### config.mk
export PLATFORM = sky130hd
export DESIGN_NAME = fx_regbank
export DESIGN_NICKNAME = d
export VERILOG_FILES = /design/src/rtl/fx_regbank.sv
export SDC_FILE = /design/constraint.sdc
export NUM_CORES = 1
export LEC_CHECK = 0
export CORE_MARGIN = 5
export CORE_UTILIZATION = 46
export DETAILED_ROUTE_END_ITERATION = 6
export PLACE_DENSITY = 0.9
export SYNTH_ARGS = -nofsm -noshare
export SYNTH_HDL_FRONTEND = slang
export SYNTH_SLANG_ARGS = --single-unit
### constraint.sdc
create_clock -name clk_sys -period 3 [get_ports clk_sys]
set_input_delay 0.45 -clock clk_sys [delete_from_list [all_inputs] [get_ports clk_sys]]
set_output_delay 0.45 -clock clk_sys [all_outputs]
set_load 0.02 [all_outputs]
### src/rtl/fx_regbank.sv
// rtl/fx_regbank.sv - fx-bus register bank: config registers, coherent status reads, sticky events, irq
// Optional feature macro: FX_REGBANK_LOCK_EN (config write lock at local address 0x000F)

module fx_regbank #(
  parameter int             NCH      = 2,
  parameter int             NCFG     = 8,
  parameter logic [15:0]    STU_BASE = 16'h0010,
  parameter logic [15:0]    CFG_BASE = 16'h0080,
  parameter logic [255:0]   CFG_RST  = 256'h9F9E9D9C9B9A99989796959493929190_8F8E8D8C8B8A89888786858483828101
) (
  input  logic                clk_sys,
  input  logic                rst,
  input  logic [5:0]          dev_id,
  input  logic                fx_wr,
  input  logic [21:0]         fx_waddr,
  input  logic [7:0]          fx_data,
  input  logic                fx_rd,
  input  logic [21:0]         fx_raddr,
  output logic [7:0]          fx_q,
  output logic                fx_qv,
  output logic [NCFG*8-1:0]   cfg_out,
  output logic [NCFG-1:0]     cfg_wstb,
  input  logic [NCH*16-1:0]   stu_data,
  input  logic [NCH-1:0]      stu_evt,
  output logic                irq
);

  localparam logic [15:0] A_ID   = 16'h0000;
  localparam logic [15:0] A_NCH  = 16'h0001;
  localparam logic [15:0] A_NCFG = 16'h0002;
  localparam logic [15:0] A_EVT  = 16'h0008;
  localparam logic [15:0] A_MASK = 16'h0009;

  logic              rd_acc;
  logic              wr_acc;
  logic [15:0]       r_loc;
  logic [15:0]       w_loc;
  logic [7:0]        rd_data;
  logic [NCH-1:0]    snap_hit;
  logic [NCH-1:0]    evt_clr;
  logic [NCH-1:0]    evt_q;
  logic [NCH-1:0]    mask_q;
  logic [NCH*16-1:0] shadow_q;
  logic [NCFG*8-1:0] cfg_q;
  logic [NCFG-1:0]   cfg_we;
  logic              cfg_unlocked;

  assign rd_acc  = fx_rd && (fx_raddr[21:16] == dev_id);
  assign wr_acc  = fx_wr && (fx_waddr[21:16] == dev_id);
  assign r_loc   = fx_raddr[15:0];
  assign w_loc   = fx_waddr[15:0];
  assign cfg_out = cfg_q;

`ifdef FX_REGBANK_LOCK_EN
  localparam logic [15:0] A_LOCK = 16'h000F;
  logic locked_q;

  // Lock register: only the key value 0xA5 opens config writes, anything else closes them
  always_ff @(posedge clk_sys) begin
    if (rst) begin
      locked_q <= 1'b1;
    end else if (wr_acc && (w_loc == A_LOCK)) begin
      locked_q <= (fx_data != 8'hA5);
    end
  end

  assign cfg_unlocked = ~locked_q;
`else
  assign cfg_unlocked = 1'b1;
`endif

  // Read mux over current register state, so a same-cycle write is not visible to the read
  always_comb begin
    rd_data  = 8'h55;
    snap_hit = '0;
    if (r_loc == A_ID)   rd_data = {2'b00, dev_id};
    if (r_loc == A_NCH)  rd_data = 8'(NCH);
    if (r_loc == A_NCFG) rd_data = 8'(NCFG);
    if (r_loc == A_EVT) begin
      rd_data = '0;
      rd_data[NCH-1:0] = evt_q;
    end
    if (r_loc == A_MASK) begin
      rd_data = '0;
      rd_data[NCH-1:0] = mask_q;
    end
`ifdef FX_REGBANK_LOCK_EN
    if (r_loc == A_LOCK) rd_data = {7'b0, ~locked_q};
`endif
    for (int i = 0; i < NCH; i++) begin
      if (r_loc == STU_BASE + 16'(2 * i)) begin
        rd_data     = stu_data[16*i +: 8];
        snap_hit[i] = 1'b1;
      end
      if (r_loc == STU_BASE + 16'(2 * i + 1)) begin
        rd_data = shadow_q[16*i+8 +: 8];
      end
    end
    for (int j = 0; j < NCFG; j++) begin
      if (r_loc == CFG_BASE + 16'(j)) rd_data = cfg_q[8*j +: 8];
    end
  end

  // Write decode: per-register config enables and event write-1-to-clear mask
  always_comb begin
    cfg_we  = '0;
    evt_clr = '0;
    for (int j = 0; j < NCFG; j++) begin
      cfg_we[j] = wr_acc && cfg_unlocked && (w_loc == CFG_BASE + 16'(j));
    end
    if (wr_acc && (w_loc == A_EVT)) evt_clr = fx_data[NCH-1:0];
  end

  // Registered read response; idle cycles return zero data and no valid
  always_ff @(posedge clk_sys) begin
    if (rst) begin
      fx_q  <= 8'h00;
      fx_qv <= 1'b0;
    end else begin
      fx_qv <= rd_acc;
      fx_q  <= rd_acc ? rd_data : 8'h00;
    end
  end

  // Low-byte read freezes the whole status word so the high byte read later is coherent
  always_ff @(posedge clk_sys) begin
    if (rst) begin
      shadow_q <= '0;
    end else begin
      for (int i = 0; i < NCH; i++) begin
        if (rd_acc && snap_hit[i]) shadow_q[16*i +: 16] <= stu_data[16*i +: 16];
      end
    end
  end

  // Config registers with a strobe aligned to the new value appearing on cfg_out
  always_ff @(posedge clk_sys) begin
    if (rst) begin
      cfg_q    <= CFG_RST[NCFG*8-1:0];
      cfg_wstb <= '0;
    end else begin
      cfg_wstb <= cfg_we;
      for (int j = 0; j < NCFG; j++) begin
        if (cfg_we[j]) cfg_q[8*j +: 8] <= fx_data;
      end
    end
  end

  // Mask, sticky events (set beats clear) and registered interrupt level
  always_ff @(posedge clk_sys) begin
    if (rst) begin
      mask_q <= '0;
      evt_q  <= '0;
      irq    <= 1'b0;
    end else begin
      if (wr_acc && (w_loc == A_MASK)) mask_q <= fx_data[NCH-1:0];
      evt_q <= (evt_q & ~evt_clr) | stu_evt;
      irq   <= |(evt_q & mask_q);
    end
  end

endmodule

==> results.sh <==
export IMPL_synthMuxAreaShare_pct=10.7
export IMPL_synth_simple_area_share_pct=25.2
export IMPL_ys_warnings_count=0
export IMPL_syn_inst=610
export IMPL_drt_vias_per_instance=5.99
export IMPL_drv_slew=0
export IMPL_drt_iter0_drc=543
export IMPL_period_needed_ns=2.74
export IMPL_pwr_share_comb_pct=13.1
export IMPL_synth_edf_count=0
export IMPL_dominantRegCellSynth="dfxtp_1"
export IMPL_grt_max_degree=94
export IMPL_final_antenna_net_count=0
export IMPL_arrival_ns=3.04
export IMPL_gp_congestion=0.973
export IMPL_die_h_um=116
export IMPL_postSynth_asyncResetShare_pct=0
export IMPL_synth_avg_cell_area_um2=8.40
export IMPL_clockPowerShare_pct=35.6
export IMPL_syn_to_final_growth_pct=48.8
export IMPL_h_tree_depth=3
export IMPL_grt_util_all_layers_pct=31.5
export IMPL_die_width_um=116
export IMPL_synth_area_top_cells="dfxtp_1 40%, mux2i_1 9.2%, nor2_1 5.1%"
export IMPL_vias=5742
export IMPL_diodes=0
export IMPL_rsz0062_at_grt="false"
export IMPL_start_util_pct=47.0
export IMPL_clk_pin_slew_ns=0.11
export IMPL_die_area_um2=13300
export IMPL_synthDistinctLibCells=65
export IMPL_nNetsFinal=909
export IMPL_fin_cells=958
export IMPL_postCtsSetupBuffers=0
export IMPL_worstSkewPairLatency_ns=0.40
export IMPL_period_share_pct=91.2
export IMPL_postCtsHoldBufs=0
export IMPL_worst_pin_slew_ns=0.949
export IMPL_yosysTopAreaCell="dfxtp_1"
export IMPL_vdd_ir_drop_max_mv=0.552
export IMPL_setup_ws_ns=0.265
export IMPL_relSlewSlack_pct=36.8
export IMPL_intPower_mw=1.94
export IMPL_overflow=0
export IMPL_wl_mm=20.9
export IMPL_final_hold_violation_count=0
export IMPL_synth_top_area_share_pct=39.9
export IMPL_cts_buffers=9
export IMPL_io_pins=178
export IMPL_placement_io_buffers=177
export IMPL_synth_compound_area_share_pct=18.2
export IMPL_hold_class="input pin to flop"
export IMPL_syn_nets=706
export IMPL_yosys_area_share_adder_pct=0
export IMPL_synth_xor_area_share_pct=2.05
export IMPL_grt_pass1_vias=5860
export IMPL_drtPass1Iterations=5
export IMPL_antenna_found_initial=0
export IMPL_finalSetupViolations=0
export IMPL_synth_top_family_by_area="simple AND/OR/NAND/NOR gates"
export IMPL_p_leak_nw=2.68
export IMPL_ctsResizeCount=0
export IMPL_p_seq_share_pct=51.3
export IMPL_cp_data_required_time_ns=3.30
export IMPL_fillers=849
export IMPL_cap_violations=0
export IMPL_core_um2=10900
export IMPL_swShare_pct=26.8
export IMPL_synth_seq_area_share_pct=39.9
export IMPL_crit_path_end_kind="flop"
export IMPL_cts_sinks=102
export IMPL_layout_drive_gt1_share_pct=11.2
export IMPL_final_area_um2=7620
export IMPL_netSwitchingPower_uw=709
export IMPL_post_place_ws_ns=-0.132
export IMPL_rows=38
export IMPL_pwr_density_cell_nw_per_um2=347
export IMPL_skew_ns=0.0105
export IMPL_startpoint_type="input pin"
export IMPL_cts_max_path_buffers=2
export IMPL_max_freq_ghz=0.366
export IMPL_cp_max_fo=10
export IMPL_netlist_area_um2=5120
export IMPL_numPlacedInstances=942
export IMPL_totalPowerFinal_mw=2.65
export IMPL_synth_seq_cells=102
export IMPL_dpl_cell_area_um2=7400
export IMPL_drc=0
export IMPL_place_hpwl_mm=16.0
export IMPL_grt_pass1_wl_mm=32.5
export IMPL_cts_root_buffer="clkbuf_8"
export IMPL_cts_tree="done"
export IMPL_detail_route_wl_per_cell_um=21.8
export IMPL_status="completed"
export IMPL_critical_path_class="input pin to flop"
[area by class of cell]
cell class                      instances  area, um^2  share of cell area (%)
Clock buffer                            9         124                    1.63
Clock inverter                          7        91.3                    1.20
Inverter                                7        26.3                   0.345
Multi-Input combinational cell        457        2880                    37.7
Sequential cell                       102        2040                    26.8
Tap cell                              140         175                    2.30
Timing Repair Buffer                  236        2280                    30.0
[cells in the final DEF, fill, tap and decap left out, types with 7 or more instances in the layout]
| master | Yosys | routed |
|---|---|---|
| or3_1 | 7 | 7 |
| and3_1 | 11 | 11 |
| mux2i_1 | 47 | 47 |
| nor4_1 | 11 | 11 |
| clkdlybuf4s50_1 | 0 | 176 |
| nand2_1 | 56 | 56 |
| nor3_1 | 10 | 10 |
| o21ai_0 | 24 | 24 |
| buf_4 | 2 | 53 |
| nor2_1 | 69 | 69 |
| clkbuf_8 | 0 | 9 |
| dfxtp_1 | 102 | 102 |
| a211o_1 | 21 | 21 |
| nor2b_1 | 22 | 22 |
| o22ai_1 | 7 | 7 |
| a21oi_1 | 38 | 38 |
| nand3_1 | 35 | 35 |
[logic make-up (layout without fill, tap and decap cells)]
kind of cell	after synthesis	after routing
AO/OA/AOI/OAI	138	138
XOR/XNOR	12	12
buffers and inverters	51	259
flip-flops	102	102
multiplexers	53	53
AND/OR/NAND/NOR	254	254
[stage by stage]
stage               util (%)  setup TNS, ns  hold WS [ns]
CTS                     70.0              0         0.399
floorplan                  -              0         0.453
detailed placement      68.0          -2.30         0.469
global route            70.0              0         0.420
global placement        68.0         -0.582         0.464
finish                  70.0              0         0.413
[worst max-delay path, stage by stage]
cell and delay, ns:
clkdlybuf4s50_1 0.41, or3_1 0.40, or4_4 0.45, or4b_4 0.54, nor3b_1 0.22, buf_4 0.23, nor2b_1 0.08, a211o_1 0.26
[registers in the layout (all words and copies together), names as in the netlist]
signal,count
irq,1
fx_q,8
fx_qv,1
mask_q,2
cfg_out,64
evt_q,2
cfg_wstb,8
shadow_q,16
[power by group through the flow]
stage               Clock (mW)  Combinational [mW]  Sequential, mW
floorplan                    0               0.125            1.39
global placement             0               0.334            1.39
detailed placement           0               0.339            1.39
CTS                      0.948               0.341            1.36
global route              1.00               0.367            1.36
finish                   0.941               0.347            1.36
[path summary, 6_finish.rpt]
path | start | to | slack (ns) | depth (start not counted)
max | fx_waddr[12] | cfg_out[15] | 0.26 | 8
min | rst | fx_q[1] | 0.41 | 3
max reg2reg | evt_q[1] | fx_q[1] | 1.31 | 6
min reg2reg | cfg_out[3] | cfg_out[3] | 0.49 | 2
[layer usage]
layer	routed length (um)	vias to the layer above	GRT usage, %
met5	0	-	0
met3	1820	49	7.99
met1	8460	2751	39.3
li1	-	2637	-
met4	694	0	12.3
met2	9960	305	52.4
[Yosys cell counts (5+ instances only)]
cell type and n:
a211o_1 21, a211oi_1 6, a21oi_1 38, a31oi_1 6
and3_1 11, clkbuf_1 34, dfxtp_1 102, inv_1 6
mux2_2 5, mux2i_1 47, nand2_1 56, nand3_1 35
nand4_1 6, nor2_1 69, nor2b_1 22, nor3_1 10
nor4_1 11, o21ai_0 24, o22ai_1 7, or3_1 7
or4_1 5, xnor2_1 6, xor2_1 6
(Power assumes the default switching activity.)
